### src/rtl/kitchen_pkg.sv
// Shared kitchen playfield definitions: pot state encoding, key/tile/item codes
// and small arithmetic helpers used by the pot, plate and onion stages.
package kitchen_pkg;

    typedef enum logic [1:0] {
        POT_EMPTY   = 2'd0,
        POT_READY   = 2'd1,
        POT_COOKING = 2'd2,
        POT_BURNT   = 2'd3
    } pot_state_t;

    localparam logic [7:0] KEY_E      = 8'h08;
    localparam logic [3:0] TILE_STOVE = 4'd3;

    localparam logic [2:0] ITEM_NONE  = 3'd0;
    localparam logic [2:0] ITEM_ONION = 3'd1;
    localparam logic [2:0] ITEM_PLATE = 3'd2;

    localparam int TIMER_W = 10;

    // Increment that sticks at the top of a 4-bit bar.
    function automatic logic [3:0] sat_inc4(input logic [3:0] v);
        if (v == 4'd15) begin
            sat_inc4 = 4'd15;
        end else begin
            sat_inc4 = v + 4'd1;
        end
    endfunction

endpackage

### src/rtl/pot_cooker_if.sv
// Playfield-to-pot signal bundle. The playfield (master) drives the penguin's
// key, position and held item; the pot (slave) publishes its status.
interface pot_cooker_if;
    logic [7:0] keycode;
    logic       wallFlag;
    logic [3:0] tileType;
    logic [2:0] spriteIndexIn;
    logic [1:0] potState;
    logic [1:0] onionCount;
    logic [3:0] cookProgress;
    logic       onionConsumed;
    logic       burnWarning;

    modport master (
        output keycode, wallFlag, tileType, spriteIndexIn,
        input  potState, onionCount, cookProgress, onionConsumed, burnWarning
    );

    modport slave (
        input  keycode, wallFlag, tileType, spriteIndexIn,
        output potState, onionCount, cookProgress, onionConsumed, burnWarning
    );
endinterface

### src/rtl/key_debounce.sv
// E-key debounce shared by the kitchen stages. The counter runs while E is
// released (wrapping at 16); a press is acted on only once enough released
// frames have accumulated, and acting on it clears the counter so a held key
// produces a single interact.
module key_debounce
    import kitchen_pkg::*;
#(
    parameter int DEBOUNCE = 3
) (
    input  logic       frame_clk,
    input  logic       Reset,
    input  logic [7:0] i_keycode,
    output logic       o_interact
);

    localparam logic [3:0] DB_MIN = 4'(DEBOUNCE);

    logic [3:0] r_counter;
    logic       w_is_e;

    assign w_is_e     = (i_keycode == KEY_E);
    assign o_interact = w_is_e && (r_counter >= DB_MIN);

    // Released frames count up, an accepted press clears, a premature press holds.
    always_ff @(posedge frame_clk or posedge Reset) begin
        if (Reset) begin
            r_counter <= 4'd0;
        end else if (!w_is_e) begin
            r_counter <= r_counter + 4'd1;
        end else if (o_interact) begin
            r_counter <= 4'd0;
        end else begin
            r_counter <= r_counter;
        end
    end

endmodule

### src/rtl/pot_cooker.sv
// Stove pot: accepts onions, cooks once full, holds ready soup for pickup and
// burns it if left too long. Every output is a register updated on the frame
// edge that samples the qualifying inputs.
module pot_cooker
    import kitchen_pkg::*;
#(
    parameter int ONIONS_NEEDED = 3,
    parameter int COOK_FRAMES   = 320,
    parameter int BURN_FRAMES   = 480,
    parameter int DEBOUNCE      = 3
) (
    input  logic         frame_clk,
    input  logic         Reset,
    pot_cooker_if.slave  bus
);

    localparam logic [1:0]         ONIONS_FULL = 2'(ONIONS_NEEDED);
    localparam logic [TIMER_W-1:0] COOK_LAST   = TIMER_W'(COOK_FRAMES - 1);
    localparam logic [TIMER_W-1:0] BURN_LAST   = TIMER_W'(BURN_FRAMES - 1);
    localparam logic [TIMER_W-1:0] WARN_AT     = TIMER_W'(BURN_FRAMES / 2);
    // Frames per progress-bar step, minus one (COOK_FRAMES is a multiple of 16).
    localparam logic [5:0]         STEP_LAST   = 6'(COOK_FRAMES / 16 - 1);

    pot_state_t         r_state;
    logic [1:0]         r_count;
    logic [TIMER_W-1:0] r_timer;
    logic [5:0]         r_step;
    logic [3:0]         r_prog;
    logic               r_consumed;
    logic               r_warn;

    pot_state_t         w_state_nxt;
    logic [1:0]         w_count_nxt;
    logic [TIMER_W-1:0] w_timer_nxt;
    logic [5:0]         w_step_nxt;
    logic [3:0]         w_prog_nxt;
    logic               w_consumed_nxt;
    logic               w_warn_nxt;

    logic               w_interact;
    logic               w_take;
    logic [1:0]         w_count_inc;

    key_debounce #(
        .DEBOUNCE (DEBOUNCE)
    ) u_debounce (
        .frame_clk  (frame_clk),
        .Reset      (Reset),
        .i_keycode  (bus.keycode),
        .o_interact (w_interact)
    );

    // An interact only reaches the pot when the penguin faces the stove.
    assign w_take      = w_interact && bus.wallFlag && (bus.tileType == TILE_STOVE);
    assign w_count_inc = r_count + 2'd1;

    // Pot state register and all registered outputs.
    always_ff @(posedge frame_clk or posedge Reset) begin
        if (Reset) begin
            r_state    <= POT_EMPTY;
            r_count    <= 2'd0;
            r_timer    <= '0;
            r_step     <= 6'd0;
            r_prog     <= 4'd0;
            r_consumed <= 1'b0;
            r_warn     <= 1'b0;
        end else begin
            r_state    <= w_state_nxt;
            r_count    <= w_count_nxt;
            r_timer    <= w_timer_nxt;
            r_step     <= w_step_nxt;
            r_prog     <= w_prog_nxt;
            r_consumed <= w_consumed_nxt;
            r_warn     <= w_warn_nxt;
        end
    end

    // Next-state and next-output decode; holds everything unless a transition fires.
    always_comb begin
        w_state_nxt    = r_state;
        w_count_nxt    = r_count;
        w_timer_nxt    = r_timer;
        w_step_nxt     = r_step;
        w_prog_nxt     = r_prog;
        w_consumed_nxt = 1'b0;

        case (r_state)
            POT_EMPTY: begin
                if (w_take && (bus.spriteIndexIn == ITEM_ONION) && (r_count < ONIONS_FULL)) begin
                    w_count_nxt    = w_count_inc;
                    w_consumed_nxt = 1'b1;
                    if (w_count_inc == ONIONS_FULL) begin
                        // Cooking starts on the same edge the last onion goes in.
                        w_state_nxt = POT_COOKING;
                        w_timer_nxt = '0;
                        w_step_nxt  = 6'd0;
                        w_prog_nxt  = 4'd0;
                    end else begin
                        w_state_nxt = POT_EMPTY;
                    end
                end else begin
                    w_state_nxt = POT_EMPTY;
                end
            end

            POT_COOKING: begin
                if (r_step == STEP_LAST) begin
                    w_step_nxt = 6'd0;
                    w_prog_nxt = sat_inc4(r_prog);
                end else begin
                    w_step_nxt = r_step + 6'd1;
                    w_prog_nxt = r_prog;
                end
                if (r_timer == COOK_LAST) begin
                    w_state_nxt = POT_READY;
                    w_timer_nxt = '0;
                end else begin
                    w_timer_nxt = r_timer + TIMER_W'(1);
                end
            end

            POT_READY: begin
                // Pickup wins over the burn on the expiry frame.
                if (w_take && (bus.spriteIndexIn == ITEM_PLATE)) begin
                    w_state_nxt = POT_EMPTY;
                    w_count_nxt = 2'd0;
                    w_timer_nxt = '0;
                    w_step_nxt  = 6'd0;
                    w_prog_nxt  = 4'd0;
                end else if (r_timer == BURN_LAST) begin
                    w_state_nxt = POT_BURNT;
                    w_timer_nxt = '0;
                end else begin
                    w_timer_nxt = r_timer + TIMER_W'(1);
                end
            end

            POT_BURNT: begin
                // Only an empty hand can dump a burnt pot.
                if (w_take && (bus.spriteIndexIn == ITEM_NONE)) begin
                    w_state_nxt = POT_EMPTY;
                    w_count_nxt = 2'd0;
                    w_timer_nxt = '0;
                    w_step_nxt  = 6'd0;
                    w_prog_nxt  = 4'd0;
                end else begin
                    w_state_nxt = POT_BURNT;
                end
            end

            default: begin
                w_state_nxt = POT_EMPTY;
                w_count_nxt = 2'd0;
                w_timer_nxt = '0;
                w_step_nxt  = 6'd0;
                w_prog_nxt  = 4'd0;
            end
        endcase

        w_warn_nxt = (w_state_nxt == POT_READY) && (w_timer_nxt >= WARN_AT);
    end

    assign bus.potState      = r_state;
    assign bus.onionCount    = r_count;
    assign bus.cookProgress  = r_prog;
    assign bus.onionConsumed = r_consumed;
    assign bus.burnWarning   = r_warn;

endmodule

### src/flat_wrapper.sv
// flat-port wrapper written by rule: the top's interface ports become plain ports
module pot_cooker_flat import kitchen_pkg::*;
#(
    parameter int ONIONS_NEEDED = 3,
    parameter int COOK_FRAMES   = 320,
    parameter int BURN_FRAMES   = 480,
    parameter int DEBOUNCE      = 3
)
  (frame_clk, Reset, bus_keycode, bus_wallFlag, bus_tileType, bus_spriteIndexIn, bus_potState, bus_onionCount, bus_cookProgress, bus_onionConsumed, bus_burnWarning);
  pot_cooker_if bus_i ();
  input  logic frame_clk;
  input  logic Reset;
  input wire logic [$bits(bus_i.keycode)-1:0] bus_keycode;
  input wire logic [$bits(bus_i.wallFlag)-1:0] bus_wallFlag;
  input wire logic [$bits(bus_i.tileType)-1:0] bus_tileType;
  input wire logic [$bits(bus_i.spriteIndexIn)-1:0] bus_spriteIndexIn;
  output wire logic [$bits(bus_i.potState)-1:0] bus_potState;
  output wire logic [$bits(bus_i.onionCount)-1:0] bus_onionCount;
  output wire logic [$bits(bus_i.cookProgress)-1:0] bus_cookProgress;
  output wire logic [$bits(bus_i.onionConsumed)-1:0] bus_onionConsumed;
  output wire logic [$bits(bus_i.burnWarning)-1:0] bus_burnWarning;
  assign bus_i.keycode = bus_keycode;
  assign bus_i.wallFlag = bus_wallFlag;
  assign bus_i.tileType = bus_tileType;
  assign bus_i.spriteIndexIn = bus_spriteIndexIn;
  assign bus_potState = bus_i.potState;
  assign bus_onionCount = bus_i.onionCount;
  assign bus_cookProgress = bus_i.cookProgress;
  assign bus_onionConsumed = bus_i.onionConsumed;
  assign bus_burnWarning = bus_i.burnWarning;
  pot_cooker #(.ONIONS_NEEDED(ONIONS_NEEDED), .COOK_FRAMES(COOK_FRAMES), .BURN_FRAMES(BURN_FRAMES), .DEBOUNCE(DEBOUNCE)) u_core (.frame_clk(frame_clk), .Reset(Reset), .bus(bus_i));
endmodule
### config.mk
export PLATFORM = sky130hd
export DESIGN_NAME = pot_cooker_flat
export DESIGN_NICKNAME = d
export VERILOG_FILES = /design/src/rtl/kitchen_pkg.sv /design/src/rtl/pot_cooker_if.sv /design/src/rtl/key_debounce.sv /design/src/rtl/pot_cooker.sv /design/src/flat_wrapper.sv
export SDC_FILE = /design/constraint.sdc
export NUM_CORES = 1
export LEC_CHECK = 0
export BUFFER_PORTS_ARGS = -buffer_cell sky130_fd_sc_hd__buf_4
export CORE_ASPECT_RATIO = 0.75
export CORE_UTILIZATION = 40
export DETAILED_ROUTE_END_ITERATION = 10
export HOLD_SLACK_MARGIN = 0.12
export PLACE_DENSITY_LB_ADDON = 0.15
export SYNTH_ARGS = -nofsm -noshare
export SYNTH_HDL_FRONTEND = slang
export SYNTH_SLANG_ARGS = --single-unit
### constraint.sdc
create_clock -name frame_clk -period 5.5 [get_ports frame_clk]
set_clock_uncertainty 0.05 [all_clocks]
set_input_delay 0.275 -clock frame_clk [delete_from_list [all_inputs] [get_ports frame_clk]]
set_output_delay 0.275 -clock frame_clk [all_outputs]
set_load 0.1 [all_outputs]
# Word-level counts from Yosys, hierarchy flattened
# Cells that the tools add are included.
dict set report totals {
  wordCells 84
  register_bits 30
  output_inout_bits 10
  in_bits 18
}
dict set report op_classes {
  n_lt_le_gt_ge 3
  mux 35
  reduce_logical 14
  n_eq_ne 19
  addsub 5
}
# operator n
set op_table {}
lappend op_table {{10-bit 2-to-1 mux} 6}
lappend op_table {{10-bit one-hot mux with 4 select lines} 1}
lappend op_table {{4-bit 2-to-1 mux} 8}
lappend op_table {{6-bit 2-to-1 mux} 5}
lappend op_table {{6-bit one-hot mux with 4 select lines} 1}
lappend op_table {{10-bit by 9-bit == test with 1-bit output (second input constant)} 2}
lappend op_table {{2-bit 2-to-1 mux} 9}
lappend op_table {{4-bit one-hot mux with 4 select lines} 1}
lappend op_table {{2-bit by 1-bit inequality test with 1-bit output (second input constant)} 6}
lappend op_table {{10-bit by 1-bit adder with 10-bit output (second input constant)} 1}
lappend op_table {{10-bit by 8-bit >= comparator with 1-bit output (second input constant)} 1}
lappend op_table {{4-bit by 1-bit adder with 4-bit output (second input constant)} 2}
lappend op_table {{8-bit by 4-bit == test with 1-bit output (second input constant)} 1}
lappend op_table {{1-bit logical AND} 8}
lappend op_table {{2-bit one-hot mux with 4 select lines} 1}
lappend op_table {{4-bit AND reduction} 2}
lappend op_table {{6-bit by 1-bit adder with 6-bit output (second input constant)} 1}
lappend op_table {{2-bit == test (second input constant)} 3}
lappend op_table {{6-bit by 5-bit == test with 1-bit output (second input constant)} 1}
lappend op_table {{2-bit one-hot mux with 3 select lines} 1}
lappend op_table {{5-bit AND reduction} 1}
lappend op_table {{2-bit by 1-bit == test with 1-bit output (second input constant)} 2}
lappend op_table {{4-bit by 2-bit == test with 1-bit output (second input constant)} 1}
lappend op_table {{4-bit == test (second input constant)} 1}
lappend op_table {{9 further kinds} 10}

# Logic depth before layout (Yosys ltp)
dict set report depth {
  depth_word 10
  mapped_depth 8
  ltp_nobuf 8
}

# Cells and area by module
# A second synthesis with hierarchy kept.
dict set report hier_totals {
  hier_cells 203
  area_unflattened_um2 1948.1
}
# module seq_area_each_um2 n_inst area_per_inst_um2 cells_each
set by_module_without_submodules {}
lappend by_module_without_submodules {pot_cooker 650.6 1 1709.1 183}
lappend by_module_without_submodules {key_debounce 100.1 1 239.0 20}

# Least setup slack after synthesis
# Ideal clock, no wire load.
dict set report synth_path {
  path_kind {register to register}
  startpoint {register u_core.r_count[0] (netlist: u_core.bus.onionCount[0])}
  endpoint {register u_core.r_prog[0] (netlist: u_core.bus.cookProgress[0])}
  setup_time_ps 126
  path_slack_ps 2998
  path_buffers 0
  t_required_ps 5324
  synth_period_minus_slack_ps 2502
  t_arrival_ps 2326
  stages_incl_launch_ff 7
  cell_sequence {dfrtp_1 -> ha_1 -> nand4bb_1 -> nor2_1 -> o2111ai_1 -> a21oi_2 -> mux2_2}
}
dict set report synth_via {
  elab_chain_len 4
  elab_cells_between_ends 7
  cone_classes {add/sub: 1; order compare: 1; eq/ne: 3; reduce/logical: 2}
}
# item line_no
set synth_lines {}
lappend synth_lines {{from (decl)} pot_cooker.sv:25} ;# logic [1:0] r_count;
lappend synth_lines {{from (signal assigned)} pot_cooker.sv:69} ;# r_count <= w_count_nxt;
lappend synth_lines {{2-bit by 1-bit adder with 2-bit output / 2-bit < comparator (equally long branches)} {pot_cooker.sv:55, pot_cooker.sv:89}}
lappend synth_lines {{2-bit == test / 1-bit logical AND (equally long branches)} {pot_cooker.sv:92, pot_cooker.sv:89}}
lappend synth_lines {{2-bit by 1-bit inequality test with 1-bit output (no line)} --}
lappend synth_lines {{5-bit AND reduction (no line) (*)} --}
lappend synth_lines {{to (signal assigned)} pot_cooker.sv:72} ;# r_prog <= w_prog_nxt;
lappend synth_lines {{to (decl)} pot_cooker.sv:28} ;# logic [3:0] r_prog;
# Mark *: on every way between the ends. The rest lies on a longest branch, timed or not.
# A chain may end at the register's enable or synchronous reset.

# Final worst setup path
dict set report layout_path {
  startpoint {register u_core.r_timer[7]}
  endpoint {register u_core.r_timer[8]}
}
dict set report layout_via {
  elab_chain_len 4
  elab_cells_between_ends 7
  cone_classes {add/sub: 1; eq/ne: 2; mux: 4}
}
# item line_no
set layout_lines {}
lappend layout_lines {{from (decl)} pot_cooker.sv:26} ;# logic [TIMER_W-1:0] r_timer;
lappend layout_lines {{from (signal assigned)} pot_cooker.sv:70} ;# r_timer <= w_timer_nxt;
lappend layout_lines {{10-bit by 1-bit adder with 10-bit output / 10-bit by 9-bit == test with 1-bit output (equally long branches)} {pot_cooker.sv:118, pot_cooker.sv:134, pot_cooker.sv:130}}
lappend layout_lines {{10-bit 2-to-1 mux} pot_cooker.sv:130} ;# end else if (r_timer == BURN_LAST) begin
lappend layout_lines {{10-bit 2-to-1 mux} pot_cooker.sv:124} ;# if (w_take && (bus.spriteIndexIn == ITEM_PLATE)) begin
lappend layout_lines {{10-bit one-hot mux with 4 select lines (*)} pot_cooker.sv:87} ;# case (r_state)
lappend layout_lines {{via u_core.w_timer_nxt[8]} pot_cooker.sv:34} ;# logic [TIMER_W-1:0] w_timer_nxt;
# The timed path passes the listed nets; every way through them passes the cells marked *.

==> metrics.txt <==
Setup Viol. Count Final 0; Critical Path AT 2.48 ns; Yosys warning count 0; DRT Pass-1 Iters 4; Syn Area/Cell 9.22 um^2; largest net degree at the start of global routing 31; leakage power total 0.975 nW; htree depth 2; first-pass GRT wire length 7350 um; Post-CTS Resized 0; Synth Flop Type dfrtp_1; ranking of synthesized cells by area dfrtp_1, a21oi_1, ha_1; Fin. Hold Viols 0; Initial Util 42.7%; sequential fraction of the synthesis area 38.4%; Worst Setup End Kind flip-flop; measured slew at the worst slew-check pin 0.513 ns; clock sink count 30; n_diodes 0; status complete, no violations; filler cell count in the final layout 457; type of the worst setup path reg2reg; core area 4570 um^2; Max Buffers Root-to-Sink 2; worst hold stages 3; Total Routing Usage GR 18.4%; worst skew pair latency 0.27 ns; #FFs+latches synth 30; syn nets 236; Seq pwr share 52.7%; async set-reset flop share out of synthesis 100%; Gate power share 12.1%; Tightest Hold Check Type in2reg; Max-Cap Viols 0; RSZ-0062 raised after global routing false; Period minus WS final 2.38 ns; final wirelength 4150 um; post-route ant nets 0; vias in the first global route 1542; highest clock rate 0.420 GHz; Die Width 82.7 um; Yosys cell types 57; worst hold slack 0.242 ns; reg2reg path depth 6; TritonCTS clock tree built; initial antenna violation count 0; I/O pin count 28; Netlist Area Pre-Place 1950 um^2; Startpoint Class flip-flop; switching share of power 25.5%; NumNets Final 263; DR iter-0 viols 101; Rel. slew slack 65.6%; Int Power 345 uW; Peak supply drop 0.000111 V; area share of the largest cell type after synthesis 38.4%; IO Port Bufs 27; Routed wire per std cell 14.0 um; residual DRC count 0; Rows 21; Synth Instances 212; Vias 1643; GRT overflow 0; synth-to-layout area growth 16.6%; PD cells 203 nW/um^2; setup total negative slack 0 ns; clk slew on worst S/H paths 0.06 ns; vias per cell 5.55; Final HPWL DP 3090 um; Final Max Slew Viols 0; die footprint 5170 um^2; CP Max Fanout 10; fraction of layout cells with a size suffix above 1 23.4%; EDFF count, synth 0; fin crit share 43.3%; Yosys top cell by area dfrtp_1; Die Y-Extent 62.5 um; P_sw 118 uW; Clock Power Share 35.2%; utilization after layout 49.9%; Clk Tree Root Cell clkbuf_8; number of buffers created by CTS 5; Final Wtd Congestion 0.851; Critical Path RT 5.60 ns
-- power by group through the flow --
stage,combinational (mW),clock [mW],sequential (mW)
final,0.0562,0.163,0.244
after global routing,0.0653,0.180,0.246
after CTS,0.0577,0.169,0.244
after detailed placement,0.0564,0,0.248
after global placement,0.0570,0,0.248
after floorplan,0.0376,0,0.246
-- metrics by stage --
step / setup WS (ns) / instance area [um^2] / power (mW) / instances
final: 3.12 / 2280 / 0.463 / 296
after global routing: 2.89 / 2280 / 0.491 / 296
after CTS: 3.14 / 2280 / 0.471 / 296
after detailed placement: 3.12 / 2190 / 0.305 / 288
after global placement: 3.14 / 2190 / 0.305 / 288
after floorplan: 3.00 / 1950 / 0.284 / 212
-- synth_stat cells, types with 4 or more instances --
| master | instances |
|---|---|
| buf_2 | 4 |
| ha_1 | 6 |
| o21ai_0 | 12 |
| and2_1 | 5 |
| dfrtp_1 | 30 |
| nand2b_1 | 5 |
| mux2_2 | 6 |
| clkbuf_1 | 4 |
| inv_1 | 9 |
| nand3_1 | 13 |
| a21oi_1 | 16 |
| nand2_1 | 18 |
| nor2_1 | 18 |
-- per-layer routing --
layer | routed length [um] | up-vias | share of wire, % | global-route usage, %
met5 | 0 | - | 0 | 0
met4 | 40 | 0 | 0.96 | 5.17
met3 | 225 | 5 | 5.4 | 4.38
met2 | 1720 | 44 | 41 | 24.9
met1 | 2170 | 763 | 52 | 28.6
li1 | - | 831 | - | -
-- critical path, cell delays in order (launching register included) --
cell and delay, ns:
dfrtp_1 0.48, or4b_4 0.60, nor3_2 0.15, nand2b_1 0.40
nand2_4 0.15, a21o_1 0.18, mux2_2 0.25
-- final timing paths --
kind | start | end | slack, ns
max | u_core.r_timer[7] | u_core.r_timer[8] | 3.12
min | bus_spriteIndexIn[0] | u_core.bus.onionConsumed | 0.24
max reg2reg | u_core.r_timer[7] | u_core.r_timer[8] | 3.12
min reg2reg | u_core.r_step[4] | u_core.r_step[4] | 0.46
max in group asynchronous | Reset | u_core.r_timer[7] | 4.53
min in group asynchronous | Reset | u_core.r_step[5] | 0.58
-- what timing repair did --
action | in CTS | in global routing
hold buffers | 1 | 0
hold endpoints to repair | 30 | 0
buffers inserted | 0 | 0
-- state kept, by name, summed over array words and instances, names as in the netlist --
signal                       count
u_core.bus.cookProgress          4
u_core.u_debounce.r_counter      4
u_core.bus.burnWarning           1
u_core.bus.potState              2
u_core.bus.onionConsumed         1
u_core.bus.onionCount            2
u_core.r_timer                  10
u_core.r_step                    6
-- placed cells by master (no fill, tap or decap), types with 3 or more instances in the layout --
master / n
a21oi_1: 16
a22o_1: 3
and2_1: 5
buf_4: 28
clkbuf_8: 5
dfrtp_1: 30
ha_1: 6
inv_1: 9
mux2_2: 6
nand2_1: 18
nand2b_1: 5
nand3_1: 13
nor2_1: 18
o211ai_1: 3
o21ai_0: 12
o31ai_1: 3
or2_2: 3
xnor2_1: 3
xor2_1: 3
-- cell type report --
type	count	area [um^2]	area share (%)
Tap cell	57	71.3	3.13
Multi-Input combinational cell	164	1130	49.5
Sequential cell	30	751	32.9
Inverter	9	33.8	1.48
Clock buffer	7	76.3	3.35
Timing Repair Buffer	29	220	9.66
-- cells by family (layout without fill, tap and decap cells) --
logic type / Yosys count / count (layout) / share of synthesized area, %
xor+xnor: 6 / 6 / 2.69
compound gates: 60 / 60 / 20.9
simple gates: 85 / 85 / 26.3
fa+ha+maj: 6 / 6 / 3.84
flops: 30 / 30 / 38.4
mux: 7 / 7 / 3.97
buf+inv: 18 / 45 / 3.91
Note: power is estimated with default switching activity, not from simulation.
